==> src/rtl/sha_msg_schedule_pkg.sv <==
// Shared definitions for the SHA-2 message schedule expander.
// FSM state encodings, window geometry, recurrence tap positions and SHA-256 default amounts.
package sha_msg_schedule_pkg;

  typedef enum logic [1:0] {
    ST_IDLE = 2'd0,
    ST_LOAD = 2'd1,
    ST_EMIT = 2'd2
  } sched_state_t;

  localparam int WIN_DEPTH = 16;

  // Window taps relative to the oldest word w[0] = W[t].
  localparam int TAP_S0  = 1;
  localparam int TAP_ADD = 9;
  localparam int TAP_S1  = 14;

  localparam int SHA256_S0_ROT_A = 7;
  localparam int SHA256_S0_ROT_B = 18;
  localparam int SHA256_S0_SHR   = 3;
  localparam int SHA256_S1_ROT_A = 17;
  localparam int SHA256_S1_ROT_B = 19;
  localparam int SHA256_S1_SHR   = 10;

endpackage

==> src/rtl/sha_msg_schedule_if.sv <==
// Word stream in from the memory read unit and schedule stream out to the compression datapath.
// Both directions use valid/ready; the schedule block is the slave on both.
interface sha_msg_schedule_if #(
  parameter int DATA_W = 32
);
  logic              in_valid;
  logic              in_ready;
  logic [DATA_W-1:0] in_data;
  logic              out_valid;
  logic              out_ready;
  logic [DATA_W-1:0] out_data;

  modport master (
    output in_valid, in_data, out_ready,
    input  in_ready, out_valid, out_data
  );

  modport slave (
    input  in_valid, in_data, out_ready,
    output in_ready, out_valid, out_data
  );
endinterface

==> src/rtl/sha_msg_schedule_sigma.sv <==
// Combinational sigma unit: y = ROTR(x,rot_a) ^ ROTR(x,rot_b) ^ SHR(x,shr).
// Zero latency, no handshake; an amount of zero passes x through unchanged.
module sched_sigma #(
  parameter int DATA_W = 32,
  parameter int SH_W   = 5
) (
  input  logic [DATA_W-1:0] x,
  input  logic [SH_W-1:0]   rot_a,
  input  logic [SH_W-1:0]   rot_b,
  input  logic [SH_W-1:0]   shr,
  output logic [DATA_W-1:0] y
);

  // Shifting a doubled copy right leaves the rotation in the low half.
  function automatic logic [DATA_W-1:0] rotr(input logic [DATA_W-1:0] v,
                                             input logic [SH_W-1:0]   n);
    logic [2*DATA_W-1:0] d;
    d = {v, v} >> n;
    return d[DATA_W-1:0];
  endfunction

  assign y = rotr(x, rot_a) ^ rotr(x, rot_b) ^ (x >> shr);

endmodule

==> src/rtl/sha_msg_schedule.sv <==
// Expands a 16-word SHA-2 block into W[0..N_OUT-1] over a 16-entry sliding window.
// First word the cycle after the 16th input fire, then one word per cycle; out_ready low freezes the window.
module sha_msg_schedule
  import sha_msg_schedule_pkg::*;
#(
  parameter int DATA_W = 32,
  parameter int N_OUT  = 64,
  parameter int SH_W   = 5
) (
  input  logic              clk,
  input  logic              rst,
  input  logic              run,
  sha_msg_schedule_if.slave bus,
  output logic              done,
  output logic              busy,
  input  logic [31:0]       s0_rot_a,
  input  logic [31:0]       s0_rot_b,
  input  logic [31:0]       s0_shr,
  input  logic [31:0]       s1_rot_a,
  input  logic [31:0]       s1_rot_b,
  input  logic [31:0]       s1_shr
);

  sched_state_t      state_q, state_d;
  logic [5:0]        cnt_q;
  logic [DATA_W-1:0] w_q [WIN_DEPTH];
  logic              done_q, busy_q;
  logic              in_fire, out_fire, load_last, emit_last;
  logic [DATA_W-1:0] s0_y, s1_y, w_next;
  logic              sh_unused;

  // Amounts are used modulo 2^SH_W; the upper bits are deliberately ignored.
  assign sh_unused = ^{s0_rot_a[31:SH_W], s0_rot_b[31:SH_W], s0_shr[31:SH_W],
                       s1_rot_a[31:SH_W], s1_rot_b[31:SH_W], s1_shr[31:SH_W]};

  sched_sigma #(.DATA_W(DATA_W), .SH_W(SH_W)) u_sigma0 (
    .x     (w_q[TAP_S0]),
    .rot_a (s0_rot_a[SH_W-1:0]),
    .rot_b (s0_rot_b[SH_W-1:0]),
    .shr   (s0_shr[SH_W-1:0]),
    .y     (s0_y)
  );

  sched_sigma #(.DATA_W(DATA_W), .SH_W(SH_W)) u_sigma1 (
    .x     (w_q[TAP_S1]),
    .rot_a (s1_rot_a[SH_W-1:0]),
    .rot_b (s1_rot_b[SH_W-1:0]),
    .shr   (s1_shr[SH_W-1:0]),
    .y     (s1_y)
  );

  assign w_next = s1_y + w_q[TAP_ADD] + s0_y + w_q[0];

  assign in_fire   = bus.in_valid & bus.in_ready;
  assign out_fire  = bus.out_valid & bus.out_ready;
  assign load_last = in_fire && (cnt_q == 6'(WIN_DEPTH - 1));
  assign emit_last = out_fire && (cnt_q == 6'(N_OUT - 1));

  always_ff @(posedge clk or posedge rst) begin
    if (rst) state_q <= ST_IDLE;
    else     state_q <= state_d;
  end

  always_comb begin
    state_d = state_q;
    case (state_q)
      ST_IDLE: if (run)       state_d = ST_LOAD;
      ST_LOAD: if (load_last) state_d = ST_EMIT;
      ST_EMIT: if (emit_last) state_d = ST_IDLE;
      default:                state_d = ST_IDLE;
    endcase
  end

  always_comb begin
    bus.in_ready  = 1'b0;
    bus.out_valid = 1'b0;
    case (state_q)
      ST_LOAD: bus.in_ready  = 1'b1;
      ST_EMIT: bus.out_valid = 1'b1;
      default: ;
    endcase
  end

  always_ff @(posedge clk or posedge rst) begin
    if (rst) begin
      for (int i = 0; i < WIN_DEPTH; i++) w_q[i] <= '0;
      cnt_q <= '0;
    end else if (state_q == ST_IDLE && run) begin
      cnt_q <= '0;
    end else if (in_fire) begin
      w_q[cnt_q[3:0]] <= bus.in_data;
      cnt_q           <= load_last ? 6'd0 : cnt_q + 6'd1;
    end else if (out_fire) begin
      for (int i = 0; i < WIN_DEPTH - 1; i++) w_q[i] <= w_q[i+1];
      w_q[WIN_DEPTH-1] <= w_next;
      cnt_q            <= emit_last ? 6'd0 : cnt_q + 6'd1;
    end
  end

  // busy mirrors the state register, so done (first IDLE cycle) never overlaps it.
  always_ff @(posedge clk or posedge rst) begin
    if (rst) begin
      done_q <= 1'b0;
      busy_q <= 1'b0;
    end else begin
      done_q <= emit_last;
      busy_q <= (state_d != ST_IDLE);
    end
  end

  assign done         = done_q;
  assign busy         = busy_q;
  assign bus.out_data = w_q[0];

endmodule

==> src/flat_wrapper.sv <==
// flat-port wrapper written by rule: the top's interface ports become plain ports
module sha_msg_schedule_flat import sha_msg_schedule_pkg::*;
#(
  parameter int DATA_W = 32,
  parameter int N_OUT  = 64,
  parameter int SH_W   = 5
)
  (clk, rst, run, done, busy, s0_rot_a, s0_rot_b, s0_shr, s1_rot_a, s1_rot_b, s1_shr, bus_in_valid, bus_in_data, bus_out_ready, bus_in_ready, bus_out_valid, bus_out_data);
  sha_msg_schedule_if #(.DATA_W(DATA_W)) bus_i ();
  input  logic clk;
  input  logic rst;
  input  logic run;
  output logic done;
  output logic busy;
  input  logic [31:0] s0_rot_a;
  input  logic [31:0] s0_rot_b;
  input  logic [31:0] s0_shr;
  input  logic [31:0] s1_rot_a;
  input  logic [31:0] s1_rot_b;
  input  logic [31:0] s1_shr;
  input wire logic [$bits(bus_i.in_valid)-1:0] bus_in_valid;
  input wire logic [$bits(bus_i.in_data)-1:0] bus_in_data;
  input wire logic [$bits(bus_i.out_ready)-1:0] bus_out_ready;
  output wire logic [$bits(bus_i.in_ready)-1:0] bus_in_ready;
  output wire logic [$bits(bus_i.out_valid)-1:0] bus_out_valid;
  output wire logic [$bits(bus_i.out_data)-1:0] bus_out_data;
  assign bus_i.in_valid = bus_in_valid;
  assign bus_i.in_data = bus_in_data;
  assign bus_i.out_ready = bus_out_ready;
  assign bus_in_ready = bus_i.in_ready;
  assign bus_out_valid = bus_i.out_valid;
  assign bus_out_data = bus_i.out_data;
  sha_msg_schedule #(.DATA_W(DATA_W), .N_OUT(N_OUT), .SH_W(SH_W)) u_core (.clk(clk), .rst(rst), .run(run), .bus(bus_i), .done(done), .busy(busy), .s0_rot_a(s0_rot_a), .s0_rot_b(s0_rot_b), .s0_shr(s0_shr), .s1_rot_a(s1_rot_a), .s1_rot_b(s1_rot_b), .s1_shr(s1_shr));
endmodule
==> config.mk <==
export PLATFORM = sky130hd
export DESIGN_NAME = sha_msg_schedule_flat
export DESIGN_NICKNAME = d
export VERILOG_FILES = /design/src/rtl/sha_msg_schedule_pkg.sv /design/src/rtl/sha_msg_schedule_if.sv /design/src/rtl/sha_msg_schedule_sigma.sv /design/src/rtl/sha_msg_schedule.sv /design/src/flat_wrapper.sv
export SDC_FILE = /design/constraint.sdc
export NUM_CORES = 2
export LEC_CHECK = 0
export CORE_ASPECT_RATIO = 0.7
export CORE_MARGIN = 2
export CORE_UTILIZATION = 25
export DETAILED_ROUTE_END_ITERATION = 12
export MAX_ROUTING_LAYER = met4
export PLACE_DENSITY = 0.39
export SLEW_MARGIN = 10
export SYNTH_ARGS = -nofsm -noshare
export SYNTH_HDL_FRONTEND = slang
export SYNTH_SLANG_ARGS = --single-unit
==> constraint.sdc <==
create_clock -name clk -period 29 [get_ports clk]
set_input_delay 5.8 -clock clk [delete_from_list [all_inputs] [get_ports clk]]
set_output_delay 5.8 -clock clk [all_outputs]
set_load 0.05 [all_outputs]
==> results.rst <==
.. list-table::
   :header-rows: 1

   * - Metric
     - Value
   * - Buffer type at the clock tree root
     - sky130_fd_sc_hd__clkbuf_16
   * - Wire length per cell after detailed routing
     - approximately 27 µm
   * - Width of the die
     - roughly 460 µm
   * - Placement row count
     - 118
   * - # H-tree levels
     - 2
   * - Count of different cell masters after synthesis
     - between 60 and 70
   * - Final Slew Violations
     - 0
   * - Final routed wirelength across all metal layers
     - 166000 µm
   * - Setup CP Type
     - input port to flop
   * - Cells taking the most area after synthesis
     - sky130_fd_sc_hd__dfrtp_1 (35%), sky130_fd_sc_hd__a21oi_1 (10%), sky130_fd_sc_hd__mux4_2 (7.8%)
   * - Endpoint type of the worst setup path
     - flop
   * - Die height
     - 327 µm
   * - I/O pins
     - approximately 270
   * - Worst Tran Pin Value
     - 1.09 ns
   * - Fin. Hold Viols
     - 0
   * - CTS clock-pin slew for the worst setup and hold paths
     - ~0.07 ns
   * - Flops & latches, synth
     - about 520
   * - Data arrival time at the worst-slack endpoint
     - 14.02 ns
   * - Count of input and output buffers
     - about 100
   * - Number of enable flip-flop cells after synthesis
     - 0
   * - Post-CTS setup buffers
     - 0
   * - Cell with the most instances after synthesis
     - sky130_fd_sc_hd__a21oi_1
   * - Cell area after synthesis
     - 37200 µm²
   * - Pin count of the biggest net entering global routing
     - 188
   * - Commonest register cell after synthesis
     - sky130_fd_sc_hd__dfrtp_1
   * - Kind of path behind the tightest hold check
     - flop to flop
   * - Number of antenna violations at the first check in global routing
     - 12
   * - Floorplan die area
     - between 150000 and 200000 µm²
   * - Resize count post-CTS
     - 0
   * - Clk sinks
     - about 520
   * - Worst skew pair latency
     - approximately 0.68 ns
   * - Total gr overflow
     - 0
   * - Share of flip-flops with an asynchronous set or reset after synthesis
     - 100%
   * - Setup violation total in the final timing report
     - 0
   * - Min Tclk post-route
     - ~13 ns
   * - Longest Clk Path Bufs
     - 3
   * - Area share of the largest cell type after synthesis
     - around a third
   * - Clock buffers created by TritonCTS
     - 55
   * - Total Routing Usage GR
     - 22.0%
   * - Ys Warns
     - 0
   * - Run status
     - finished clean
   * - Largest clock skew in the final design
     - approximately 0.053 ns
   * - Synthesis-to-finish area growth
     - 11.3%
   * - Total Neg Setup Slack
     - 0 ns
   * - Final Wtd Congestion
     - slightly above 0.9
   * - Worst Setup Start Kind
     - input port
   * - Initial DRC Count
     - 3566
   * - Number of hold buffers added after cts
     - 0
   * - Via Count
     - about 32000
   * - Net count, final
     - about 4400
   * - Vias in the first global route
     - approximately 30000
   * - Starting density of the core
     - about a quarter
   * - Routed Antenna Nets
     - 0
   * - Final Cell Area
     - 41400 µm²
   * - Crit path max fanout
     - 41
   * - Mean post-synth cell area
     - between 8 and 9 µm²
   * - Most area-hungry cell type in the Yosys netlist
     - sky130_fd_sc_hd__dfrtp_1
   * - Fraction of layout cells with a size suffix above 1
     - ~11%
   * - Proportion of synthesized chip area in sequential cells
     - 35.1%
   * - DP HPWL
     - between 100000 and 150000 µm
   * - List of most frequent post-synthesis cells
     - sky130_fd_sc_hd__a21oi_1 (743), sky130_fd_sc_hd__dfrtp_1 (522), sky130_fd_sc_hd__nor2_1 (498)
   * - Drt drc
     - 0
   * - Floorplan core area
     - 148000 µm²
   * - Cells after synthesis
     - approximately 4200
   * - Placement-stage cell area
     - roughly 40000 µm²
   * - Synth Net Count
     - 4568
   * - Unrepaired setup endpoints after global routing
     - false
   * - Fmax
     - roughly 0.075 GHz
   * - Wire length of the first global-routing pass
     - around 240000 µm
   * - First-pass detailed-route iteration total
     - 7
   * - Max transition margin
     - 26.3%
   * - Worst EP required
     - between 20 and 30 ns
   * - Number of vias per cell after detailed routing
     - roughly 5.3
   * - Tcrit/Tclk final
     - about 46%
   * - Max-capacitance violation count
     - 0
   * - Clock tree from TritonCTS
     - built
==> worst paths after layout <==
kind | from | slack [ns] | depth (start not counted) | to
max | s1_rot_a[0] | 15.58 | 24 | u_core.w_q[31]$_DFFE_PP0P_
min | u_core.w_q[384]$_DFFE_PP0P_ | 0.48 | 2 | u_core.w_q[384]$_DFFE_PP0P_
max reg2reg | u_core.w_q[32]$_DFFE_PP0P_ | 20.69 | 21 | u_core.w_q[31]$_DFFE_PP0P_
min reg2reg | u_core.w_q[384]$_DFFE_PP0P_ | 0.48 | 2 | u_core.w_q[384]$_DFFE_PP0P_
max in group asynchronous | rst | 21.00 | 4 | u_core.w_q[110]$_DFFE_PP0P_
min in group asynchronous | rst | 5.72 | 2 | u_core.w_q[320]$_DFFE_PP0P_
==> logic make-up (layout without fill, tap and decap cells) <==
logic type	count (synthesis)	after routing	share of synthesized area, %
mux	516	516	18.8
fa+ha+maj	97	97	4.52
other cells	0	1	0
xor+xnor	155	155	3.67
simple gates	991	991	10.7
compound gates	1353	1353	20.2
buf+inv	608	450	6.95
flops	522	522	35.1
==> state kept, by name, indices dropped and copies added, names as in the netlist <==
register / count
u_core.bus.out_data: 32
u_core.busy: 1
u_core.done: 1
u_core.w_q: 480
u_core.state_q: 2
u_core.cnt_q: 6
==> worst max-delay path, stage by stage <==
cell and delay [ns]:
sky130_fd_sc_hd__clkdlybuf4s50_1 0.45, sky130_fd_sc_hd__buf_4 0.36, sky130_fd_sc_hd__inv_1 0.36, sky130_fd_sc_hd__a21oi_1 0.64, sky130_fd_sc_hd__mux2i_1 0.21, sky130_fd_sc_hd__nand2_1 0.11
sky130_fd_sc_hd__o21ai_0 0.11, sky130_fd_sc_hd__mux2i_1 0.21, sky130_fd_sc_hd__xnor2_1 0.10, sky130_fd_sc_hd__xnor2_1 0.71, sky130_fd_sc_hd__fa_1 0.59, sky130_fd_sc_hd__fa_1 0.46
sky130_fd_sc_hd__ha_1 0.24, sky130_fd_sc_hd__fa_1 0.50, sky130_fd_sc_hd__a211oi_1 0.26, sky130_fd_sc_hd__nor2_1 0.14, sky130_fd_sc_hd__o21ai_1 0.48, sky130_fd_sc_hd__o31ai_1 0.28
sky130_fd_sc_hd__a2111oi_0 0.74, sky130_fd_sc_hd__o31ai_1 0.24, sky130_fd_sc_hd__a31oi_1 0.49, sky130_fd_sc_hd__xnor2_1 0.24, sky130_fd_sc_hd__nor2_1 0.08, sky130_fd_sc_hd__o21ai_1 0.15
==> area by class of cell <==
cell class / count / area (µm²)
clock buffer: 83 / 1620
timing repair buffer: 202 / 1720
fill: 15900 / 106000
sequential: 522 / 13100
tap: 1980 / 2480
inverter: 149 / 593
antenna: 1 / 2.50
clock inverter: 16 / 251
multi-input combinational: 3112 / 21700
==> stage by stage <==
| stage | utilization, % | worst slack [ns] | std cells | hold WS [ns] |
|---|---|---|---|---|
| 3_5_place_dp | 26.7 | 15.16 | 5965 | 0.470 |
| 4_1_cts | 28.0 | 15.80 | 6064 | 0.484 |
| 6_report | 28.0 | 15.58 | 6065 | 0.480 |
| 2_1_floorplan | - | 8.62 | 4242 | 0.449 |
| 5_1_grt | 28.0 | 15.17 | 6065 | 0.506 |
| 3_3_place_gp | 26.7 | 15.16 | 5965 | 0.464 |
==> cells in the final DEF, fill, tap and decap left out, types with 15 or more instances in the layout <==
| cell type | count |
|---|---|
| sky130_fd_sc_hd__buf_4 | 99 |
| sky130_fd_sc_hd__dfrtp_1 | 522 |
| sky130_fd_sc_hd__a21oi_1 | 740 |
| sky130_fd_sc_hd__inv_1 | 142 |
| sky130_fd_sc_hd__and3_1 | 41 |
| sky130_fd_sc_hd__mux2i_1 | 282 |
| sky130_fd_sc_hd__clkbuf_16 | 55 |
| sky130_fd_sc_hd__a21o_1 | 15 |
| sky130_fd_sc_hd__nand3_1 | 17 |
| sky130_fd_sc_hd__xor2_1 | 26 |
| sky130_fd_sc_hd__o22ai_1 | 97 |
| sky130_fd_sc_hd__nor2_1 | 488 |
| sky130_fd_sc_hd__fa_1 | 62 |
| sky130_fd_sc_hd__a22oi_1 | 145 |
| sky130_fd_sc_hd__a211oi_1 | 21 |
| sky130_fd_sc_hd__xnor2_1 | 128 |
| sky130_fd_sc_hd__mux2_2 | 99 |
| sky130_fd_sc_hd__clkdlybuf4s50_1 | 89 |
| sky130_fd_sc_hd__ha_1 | 35 |
| sky130_fd_sc_hd__o21ai_0 | 280 |
| sky130_fd_sc_hd__mux4_2 | 128 |
| sky130_fd_sc_hd__nand2_1 | 376 |
==> layer usage <==
metal  track usage [%]  share of wire, %
met2              29.1                40
met5                 -                 0
met3              4.10               7.9
met4              3.53               1.6
met1              34.2                50
Power is not shown: default switching activity piles up to over one toggle a cycle in this logic, so the estimate is an artifact.
